===== config.mk =====
export PLATFORM = sky130hd
export DESIGN_NAME = vect_operand_stage
export DESIGN_NICKNAME = d
export VERILOG_FILES = /design/src/rtl/vect_operand_stage.sv
export SDC_FILE = /design/constraint.sdc
export NUM_CORES = 1
export LEC_CHECK = 0
export CAP_MARGIN = 20
export CORE_UTILIZATION = 67
export CTS_BUF_LIST = sky130_fd_sc_hd__clkbuf_8
export CTS_CLUSTER_DIAMETER = 30
export DETAILED_ROUTE_END_ITERATION = 10
export PLACE_DENSITY = 0.86
export SLEW_MARGIN = 10
export SYNTH_ARGS = -nofsm -noshare
export SYNTH_HDL_FRONTEND = slang
export SYNTH_SLANG_ARGS = --single-unit

===== constraint.sdc =====
create_clock -name clk -period 22 [get_ports clk]
set_clock_uncertainty 0.2 [all_clocks]
set_input_delay 4.4 -clock clk [delete_from_list [all_inputs] [get_ports clk]]
set_output_delay 4.4 -clock clk [all_outputs]
set_load 0.1 [all_outputs]

===== src/rtl/vect_operand_stage.sv =====
// vect_operand_stage: vector register file with lane-masked writeback bypass feeding the ID/EX register of the 4-lane vector ALU.
module vect_operand_stage #(
    parameter int NREG = 8,
    parameter int AW   = 3
) (
    input  logic          clk,
    input  logic          rst,
    input  logic          id_valid,
    input  logic [3:0]    id_ctrl,
    input  logic [AW-1:0] id_ra,
    input  logic [AW-1:0] id_rb,
    input  logic [AW-1:0] id_rd,
    input  logic          id_we,
    input  logic          stall,
    input  logic          flush,
    input  logic          wb_en,
    input  logic [AW-1:0] wb_addr,
    input  logic [31:0]   wb_data,
    input  logic [3:0]    wb_lane_mask,
    output logic          ex_valid,
    output logic [31:0]   operA,
    output logic [31:0]   operB,
    output logic [3:0]    CtrlFunc,
    output logic [AW-1:0] ex_rd,
    output logic          ex_we
);
    logic [31:0]   rf [NREG];
    logic [AW-1:0] ex_ra, ex_rb;
    logic [31:0]   wmask, rd_a, rd_b, hold_a, hold_b, wr_val;

    // Lane-granular merge: masked lanes take wb_data, the rest keep their value.
    always_comb begin
        wmask  = {{8{wb_lane_mask[3]}}, {8{wb_lane_mask[2]}}, {8{wb_lane_mask[1]}}, {8{wb_lane_mask[0]}}};
        wr_val = (rf[wb_addr] & ~wmask) | (wb_data & wmask);
        rd_a   = (wb_en && wb_addr == id_ra) ? (rf[id_ra] & ~wmask) | (wb_data & wmask) : rf[id_ra];
        rd_b   = (wb_en && wb_addr == id_rb) ? (rf[id_rb] & ~wmask) | (wb_data & wmask) : rf[id_rb];
        hold_a = (wb_en && wb_addr == ex_ra) ? (operA & ~wmask) | (wb_data & wmask) : operA;
        hold_b = (wb_en && wb_addr == ex_rb) ? (operB & ~wmask) | (wb_data & wmask) : operB;
    end

    always_ff @(posedge clk or posedge rst) begin
        if (rst) begin
            for (int i = 0; i < NREG; i++) rf[i] <= '0;
        end else if (wb_en) begin
            rf[wb_addr] <= wr_val;
        end
    end

    always_ff @(posedge clk or posedge rst) begin
        if (rst) begin
            ex_valid <= 1'b0;
            ex_we    <= 1'b0;
            operA    <= '0;
            operB    <= '0;
            CtrlFunc <= '0;
            ex_rd    <= '0;
            ex_ra    <= '0;
            ex_rb    <= '0;
        end else if (flush) begin
            ex_valid <= 1'b0;
            ex_we    <= 1'b0;
        end else if (stall) begin
            operA <= hold_a;
            operB <= hold_b;
        end else begin
            ex_valid <= id_valid;
            ex_we    <= id_we & id_valid;
            operA    <= rd_a;
            operB    <= rd_b;
            CtrlFunc <= id_ctrl;
            ex_rd    <= id_rd;
            ex_ra    <= id_ra;
            ex_rb    <= id_rb;
        end
    end
endmodule


## Word-level counts from Yosys, hierarchy flattened

Index checks and enable logic that the tools add are counted.
W data, S select, Z words.

- Output and inout port bits: 73
- Bits in registers: 335

- Equal/unequal tests: 7
- Mux-type cells: 22
- Order comparisons: 4
- Bitwise operators: 18
- Reduce and logical (&&, ||, !) cells: 8

Operators with widths:

| kind | count |
|---|---|
| $mux W32 | 13 |
| $bmux W32 S3 | 3 |
| $bwmux W256 | 1 |
| $and A32 B32 Y32 | 6 |
| $or A32 B32 Y32 | 5 |
| $demux W32 S3 | 1 |
| $not A32 Y32 | 1 |
| $eq A3 B3 Y1 | 4 |
| $ge A4 B4 Y1 const B | 3 |
| $not A3 Y4 | 3 |
| $ne A2 B1 Y1 const B | 3 |
| $reduce_and A2 Y1 | 3 |
| $logic_and A1 B1 Y1 | 5 |
| $lt A4 B1 Y1 const B | 1 |
| $mux W1 | 4 |
| $not A1 Y1 | 2 |
| $and A1 B1 Y1 | 1 |

## Longest topological paths before layout

Gate-level depths: netlist of run 1.

- Depth in word-level cells: 8
- Gate-level depth with buffers: 9
- Gate-level depth less buffers: 5

## Worst setup path after synthesis of run 1

OpenSTA, ideal clock, no wires.

- Path type: input -> register
- From: in id_rb[0]
- To: reg (tool-made name)
- Arrival time: 5899 ps
- Stages: 7
- Path slack: 15781 ps
- Data required time: 21680 ps
- Cell sequence: buf_2 -> buf_4 -> buf_4 -> mux4_2 -> mux2i_1 -> o221ai_1 -> o21a_1

RTL lines:

| what | RTL line | RTL |
|---|---|---|
| start: declaration | 11 | `input logic [AW-1:0] id_rb,` |

## Final worst setup path of run 1

- From: in wb_addr[2]
- To: reg rf[7] (netlist name)

- Word-level cells in the longest chain between the ends: 7

Ends and longest elaborated chain:

| what | RTL line | RTL |
|---|---|---|
| start: declaration | 17 | `input logic [AW-1:0] wb_addr,` |
| $not A3 Y4 (implied by the code) * | 34, 45 |  |
| $bmux W32 S3 | 34 | `wr_val = (rf[wb_addr] & ~wmask) \| (wb_data & wmask);` |
| $mux W32 (implied by the code) (2 in a row) | 34 |  |
| $and A32 B32 Y32 | 34 |  |
| $or A32 B32 Y32 | 34 |  |
| $bwmux W256 * | 45 | `rf[wb_addr] <= wr_val;` |
| end signal: indexed assignment | 45 |  |
| end: declaration | 27 | `logic [31:0] rf [NREG];` |

Every way passes the cells marked *; elsewhere a longest branch is shown, timed or not. The select of a mux whose other input is x is not followed.
A chain may end at the register's enable or synchronous reset.

==> results of run 1 <==
[worst max-delay path, cell delays in order]
cell and delay [ns]:
buf_2 0.40, buf_4 0.69, and3_1 0.81, nand2_2 0.61
buf_4 0.46, o31ai_1 0.27
[metrics by stage]
step | instances | hold slack [ns] | total power [µW] | area [µm²]
2_1_floorplan | 1907 | 0.276 | 1440 | 19500
3_3_place_gp | 2293 | 0.276 | 1620 | 20800
5_1_grt | 2414 | 0.310 | 2470 | 22400
4_1_cts | 2414 | 0.277 | 2370 | 22400
6_report | 2414 | 0.273 | 2380 | 22400
3_5_place_dp | 2293 | 0.264 | 1650 | 20800
[cells by family (layout without fill, tap and decap cells)]
family / count (synthesis) / in the layout
flops: 335 / 335
simple gates: 492 / 492
buf+inv: 170 / 293
xor+xnor: 12 / 12
compound gates: 618 / 618
mux: 280 / 280
[layout by cell type (no fill, tap or decap), types with 6 or more instances in the layout]
| master | instances |
|---|---|
| o22ai_1 | 9 |
| mux2i_1 | 85 |
| mux4_2 | 102 |
| o21bai_1 | 24 |
| xnor2_1 | 12 |
| a22o_1 | 8 |
| inv_1 | 22 |
| mux2_2 | 79 |
| buf_4 | 30 |
| bufinv_16 | 7 |
| o21a_1 | 9 |
| o21ai_2 | 16 |
| a221oi_1 | 30 |
| nand2_1 | 323 |
| clkinv_2 | 11 |
| nor2b_1 | 19 |
| buf_2 | 6 |
| clkdlybuf4s50_1 | 121 |
| o21ai_0 | 143 |
| a22oi_1 | 71 |
| nor2_1 | 84 |
| o31ai_1 | 72 |
| mux2_1 | 13 |
| o21ai_1 | 88 |
| and2_1 | 9 |
| o221ai_1 | 18 |
| dfrtp_1 | 335 |
| nand2b_1 | 27 |
| a21oi_1 | 92 |
| a221o_1 | 9 |
| clkbuf_8 | 83 |
[cell type report]
type	count	area, µm²	share of cell area, %
clock buffers	83	1140	5.11
well taps	384	480	2.15
inverters	14	60.1	0.269
flip-flops and latches	335	8380	37.5
repair buffers	158	1490	6.65
clock inverters	38	385	1.72
multi-input cells	1402	10400	46.6
[routing by layer]
metal / wire (µm) / up-vias
met3: 8230 / 361
met2: 28000 / 1511
met1: 21500 / 8431
met5: 0 / -
met4: 3340 / 0
li1: - / 7274
[report_power, final]
part           total [µW]  switching [µW]  internal, µW
combinational         774             494           280
sequential            891             138           753
clock                 718             290           428
total                2380             922          1460
[worst paths after layout]
check	start	depth (start not counted)	endpoint
hold reg to reg	flip-flop	2	flip-flop
hold / removal	flip-flop	2	flip-flop
max in group asynchronous	rst	4	asynchronous set/reset pin
setup reg to reg	ex_ra[2]$_DFFE_PP0P_	6	flip-flop
setup / recovery	wb_addr[2]	6	rf[7]$_DFFE_PP0P_
min in group asynchronous	rst	2	asynchronous set/reset pin
==> flow_metrics.py, run 1 <==
metrics = {
    "run_status": {
        "status": "complete, no violations",
    },
    "sta": {
        "period_minus_slack_ns": 7.41,
        "fmax_mhz": 135,
        "relSlewSlack_pct": 22.2,
        "final.setup.tns_ns": 0,
        "setup_viol": 0,
        "finalHoldViolCount": 0,
        "fin_crit_sh_pct": 33.7,
        "rsz0062_at_grt": "false",
        "tightest_slew_ns": 1.17,
        "drv_slew": 0,
        "setup_ws_ns": 14.59,
    },
    "detailed_routing": {
        "routed-via-count": 17600,
        "avgRoutedWirePerCell_um": 25.3,
        "vias_per_cell": 7.28,
        "dr.pass1.iters": 6,
        "detail_route.iter0.violations": 2723,
        "drc": 0,
        "ant_nets": 0,
        "routed_wl_um": 61100,
    },
    "yosys": {
        "ys_seq_elements": 335,
        "synthTopCellsByArea": "dfrtp_1, mux4_2, nand2_1",
        "yosysMostFrequentCell": "dfrtp_1",
        "syn_area_mm2": 0.0195,
        "synth_compound_area_share_pct": 20.5,
        "synthMuxAreaShare_pct": 21.5,
        "postSynthCellCount": 1907,
        "yosysTopAreaCell": "dfrtp_1",
        "synth-xor-area-share_pct": 0.539,
        "synthAdderAreaFrac_pct": 0,
        "synthArstFlopShare_pct": 100,
        "synth_top_family_by_area": "multiplexers",
        "netlist-cell-type-count": 57,
        "synth_top_area_share_pct": 43.0,
        "synth_edf_count": 0,
        "synth_common_cells": "dfrtp_1, nand2_1, o21ai_0, mux4_2, a21oi_1",
        "synth_fp_nets": 1966,
        "ys_seq_area_share_pct": 43.0,
        "synthFlopType": "dfrtp_1",
        "ys_warn_count": 0,
        "syn_area_per_cell_um2": 10.2,
        "yosys.area_share.simple_pct": 10.6,
    },
    "power": {
        "p_leak_uw": 0.00955,
        "pwr_density_cell_mw_per_mm2": 107,
        "vdd_drop_max_mv": 0.0509,
    },
    "clock_network": {
        "clkSlewWorstSetupHoldPaths_ns": 0.06,
        "cts_hold_buf": 0,
        "cts_resized": 0,
        "cts_sinks": 335,
        "worst_skew_pair.late_latency_ns": 0.59,
        "clockBufferDepth": 3,
        "cts_tree": "yes",
        "htree_levels": 3,
        "post_cts_buffers": 0,
        "cts_made_buffers": 70,
        "cts_root_buf": "clkbuf_8",
    },
    "layout": {
        "diodes": 0,
        "fin_nets": 2040,
        "syn_to_final_growth_pct": 14.6,
        "final_layout_size_suffix_gt1_share_pct": 18.7,
        "nFillCells": 1747,
        "finalCoreUtilization_pct": 77.9,
    },
    "global_route": {
        "track_usage_pct": 41.5,
        "antenna_found_initial": 0,
        "grt_max_degree": 199,
        "grt_overflow_total": 0,
        "globalRouteMet3Util_pct": 11.5,
        "grt_pass1_vias": 17700,
        "grtUsageMet2_pct": 63.0,
        "busiest_layer": "met2",
        "use_met1_pct": 53.4,
        "grt_pass1_wl_um": 96600,
    },
    "die": {
        "die_area_mm2": 0.0298,
        "die-width_um": 173,
        "initial_core_util_pct": 68.0,
        "num_rows": 62,
        "num_io_pins": 132,
        "core_area_mm2": 0.0287,
        "die_h_um": 173,
    },
    "setup_path": {
        "end_kind": "flip-flop",
        "cp.required_ns": 22.28,
        "critPathMaxFanout": 48,
        "rrSetupSlack_ns": 19.65,
        "cp-start-kind": "primary input",
        "cp_data_arrival_time_ns": 7.69,
        "worstSetupPathType": "in2reg",
    },
    "placement": {
        "place_hpwl_um": 36200,
        "pre_cts_slack_ns": 14.18,
        "place_congestion": 0.945,
        "io_buffers": 131,
    },
    "min_path": {
        "min_path_type": "reg2reg",
    },
    "flow_run": {
        "drv_cap": 0,
    },
}
No activity file was read; power rests on OpenSTA's default activity.
==> run 2: changes to the inputs <==
--- a/config.mk
+++ b/config.mk
@@ -6,11 +6,11 @@
 export NUM_CORES = 1
 export LEC_CHECK = 0
 export CAP_MARGIN = 20
-export CORE_UTILIZATION = 67
+export CORE_UTILIZATION = 56
 export CTS_BUF_LIST = sky130_fd_sc_hd__clkbuf_8
 export CTS_CLUSTER_DIAMETER = 30
 export DETAILED_ROUTE_END_ITERATION = 10
-export PLACE_DENSITY = 0.86
+export PLACE_DENSITY = 0.76
 export SLEW_MARGIN = 10
 export SYNTH_ARGS = -nofsm -noshare
 export SYNTH_HDL_FRONTEND = slang
==> constraint.sdc (replaced) <==
create_clock -name clk -period 6.16 [get_ports clk]
set_clock_uncertainty 0.2 [all_clocks]
set_input_delay 1.232 -clock clk [delete_from_list [all_inputs] [get_ports clk]]
set_output_delay 1.232 -clock clk [all_outputs]
set_load 0.1 [all_outputs]
==> run 2 against run 1 <==
Net effect: flip-flop and latch count stayed put; worst setup slack lost 12 ns; sequential power rose to 3.6 times the previous value; highest routed layer unchanged; die area up 19%; wire length up 0.41%; sequential share of layout area decreased by 0.12 points; non-clock buffer count is 4 higher; final cell count is 2.8% higher; critical path type unchanged; global-route usage shrank 6.5 points; utilization down 12 points.
==> flow_metrics.py, run 2 (synthesis gave the netlist of run 1 again) <==
metrics = {
    "setup_path": {
        "end_kind": "flip-flop",
        "cp_data_arrival_time_ns": 4.22,
        "worstSetupPathType": "in2reg",
        "ff2ff_path_depth": 6,
        "crit_slowest_cell": "clkdlybuf4s50_1",
        "cp-start-kind": "primary input",
        "path_cells": "clkdlybuf4s50_1, nor2b_1, a41oi_2, buf_4, nor2_1, o21ai_0, o22a_1",
        "cp.required_ns": 6.44,
        "critical-path-max-stage-delay_ns": 1.12,
        "critical_path.startpoint": "wb_en",
        "r2r_start": "ex_rb[2]$_DFFE_PP0P_",
        "rrSetupSlack_ns": 3.81,
        "critPathMaxFanout": 23,
    },
    "power": {
        "clkPwrFrac_pct": 28.6,
        "pwr-share-comb_pct": 33.0,
        "vdd_drop_max_mv": 0.234,
        "pwr_density_cell_mw_per_mm2": 370,
        "seq_power_share_pct": 38.4,
        "switchingPower_uw": 3250,
        "p_sw_share_pct": 39.1,
        "p_leak_uw": 0.00953,
        "p_int_uw": 5050,
    },
    "sta": {
        "final.setup.tns_ns": 0,
        "relSlewSlack_pct": 25.6,
        "setup_viol": 0,
        "fmax_mhz": 254,
        "finalHoldViolCount": 0,
        "period_minus_slack_ns": 3.94,
        "rsz0062_at_grt": "false",
        "fin_crit_sh_pct": 63.9,
        "tightest_slew_ns": 1.11,
        "drv_slew": 0,
        "setup_ws_ns": 2.22,
    },
    "run_status": {
        "status": "complete, no violations",
    },
    "die": {
        "core_area_mm2": 0.0339,
        "die-width_um": 189,
        "initial_core_util_pct": 57.6,
        "die_area_mm2": 0.0356,
        "num_rows": 67,
        "die_h_um": 189,
        "num_io_pins": 132,
    },
    "clock_network": {
        "clkSlewWorstSetupHoldPaths_ns": 0.05,
        "post_cts_buffers": 0,
        "cts_hold_buf": 0,
        "worst_skew_pair.late_latency_ns": 0.61,
        "cts_root_buf": "clkbuf_8",
        "htree_levels": 3,
        "cts_resized": 0,
        "cts_sinks": 335,
        "cts_tree": "yes",
        "cts_made_buffers": 70,
        "clockBufferDepth": 3,
    },
    "global_route": {
        "track_usage_pct": 34.9,
        "grt_pass1_wl_um": 96000,
        "antenna_found_initial": 1,
        "grt_pass1_vias": 16900,
        "grt_overflow_total": 0,
        "grt_max_degree": 170,
    },
    "detailed_routing": {
        "ant_nets": 0,
        "routed_wl_um": 61300,
        "detail_route.iter0.violations": 2085,
        "routed-via-count": 16900,
        "avgRoutedWirePerCell_um": 24.7,
        "drc": 0,
        "dr.pass1.iters": 6,
        "vias_per_cell": 6.79,
    },
    "flow_run": {
        "drv_cap": 0,
    },
    "layout": {
        "diodes": 0,
        "layout_common_cells": "dfrtp_1, nand2_1, o21ai_0, clkdlybuf4s50_1, mux4_2",
        "fin_nets": 2044,
        "final_layout_size_suffix_gt1_share_pct": 18.7,
        "syn_to_final_growth_pct": 15.0,
        "layout_commonest_cell": "dfrtp_1",
    },
    "placement": {
        "place_hpwl_um": 38700,
        "pre_cts_slack_ns": 1.71,
        "place_congestion": 0.909,
        "io_buffers": 131,
    },
    "min_path": {
        "hold_path_depth": 2,
        "min_path_type": "reg2reg",
    },
}
[run 2: cell count changes in the layout (fill, tap and decap cells not counted), sizes merged]
cell      before  now
inv           25   27
buf           37   41
clkinvlp       4   12
bufinv         7    3
clkinv        16   10
[run 2: power by group through the flow]
stage	clock network [µW]	logic (µW)	registers [µW]
2_1_floorplan	0	1320	3830
3_3_place_gp	0	2650	3160
3_5_place_dp	0	2710	3190
4_1_cts	2390	2720	3160
5_1_grt	2490	2920	3240
6_report	2370	2740	3190
[run 2: area by class of cell]
| class | instances | area, µm² |
|---|---|---|
| Timing Repair Buffer | 162 | 1570 |
| Clock buffer | 83 | 1140 |
| Inverter | 14 | 56.3 |
| Clock inverter | 38 | 285 |
| Multi-Input combinational cell | 1402 | 10400 |
| Tap cell | 448 | 561 |
| Fill cell | 2598 | 11400 |
| Sequential cell | 335 | 8380 |
[run 2: metal layers]
layer | vias up | track usage (%) | wire, µm
met2 | 1122 | 54.3 | 28600
met1 | 8261 | 45.7 | 23500
met4 | 0 | 18.0 | 2630
met5 | - | 0 | 0
met3 | 220 | 8.27 | 6630
li1 | 7262 | - | -
[run 2: worst max-delay path by stage]
| stage | to | cells after the start |
|---|---|---|
| 3_3_place_gp | flip-flop | 7 |
| 2_1_floorplan | CtrlFunc[0]$_DFFE_PP0P_ | 1 |
| 4_1_cts | flip-flop | 7 |
| 3_5_place_dp | flip-flop | 7 |
| 6_report | flip-flop | 7 |
| 5_1_grt | flip-flop | 7 |
[run 2: per-stage QoR]
stage | instances | hold slack (ns) | utilization (%) | total power, µW | area (µm²)
floorplan | 1907 | 0.276 | - | 5150 | 19500
global placement | 2359 | 0.256 | 61.9 | 5810 | 21000
detailed placement | 2359 | 0.261 | 61.9 | 5900 | 21000
CTS | 2480 | 0.273 | 66.1 | 8270 | 22400
global route | 2482 | 0.301 | 66.2 | 8650 | 22400
finish | 2482 | 0.267 | 66.2 | 8300 | 22400
[run 2: critical path, delay by kind of cell]
kind / cells / cell delay (ns)
simple gates: 2 / 1.01
compound gates: 3 / 0.57
buf+inv: 2 / 1.40
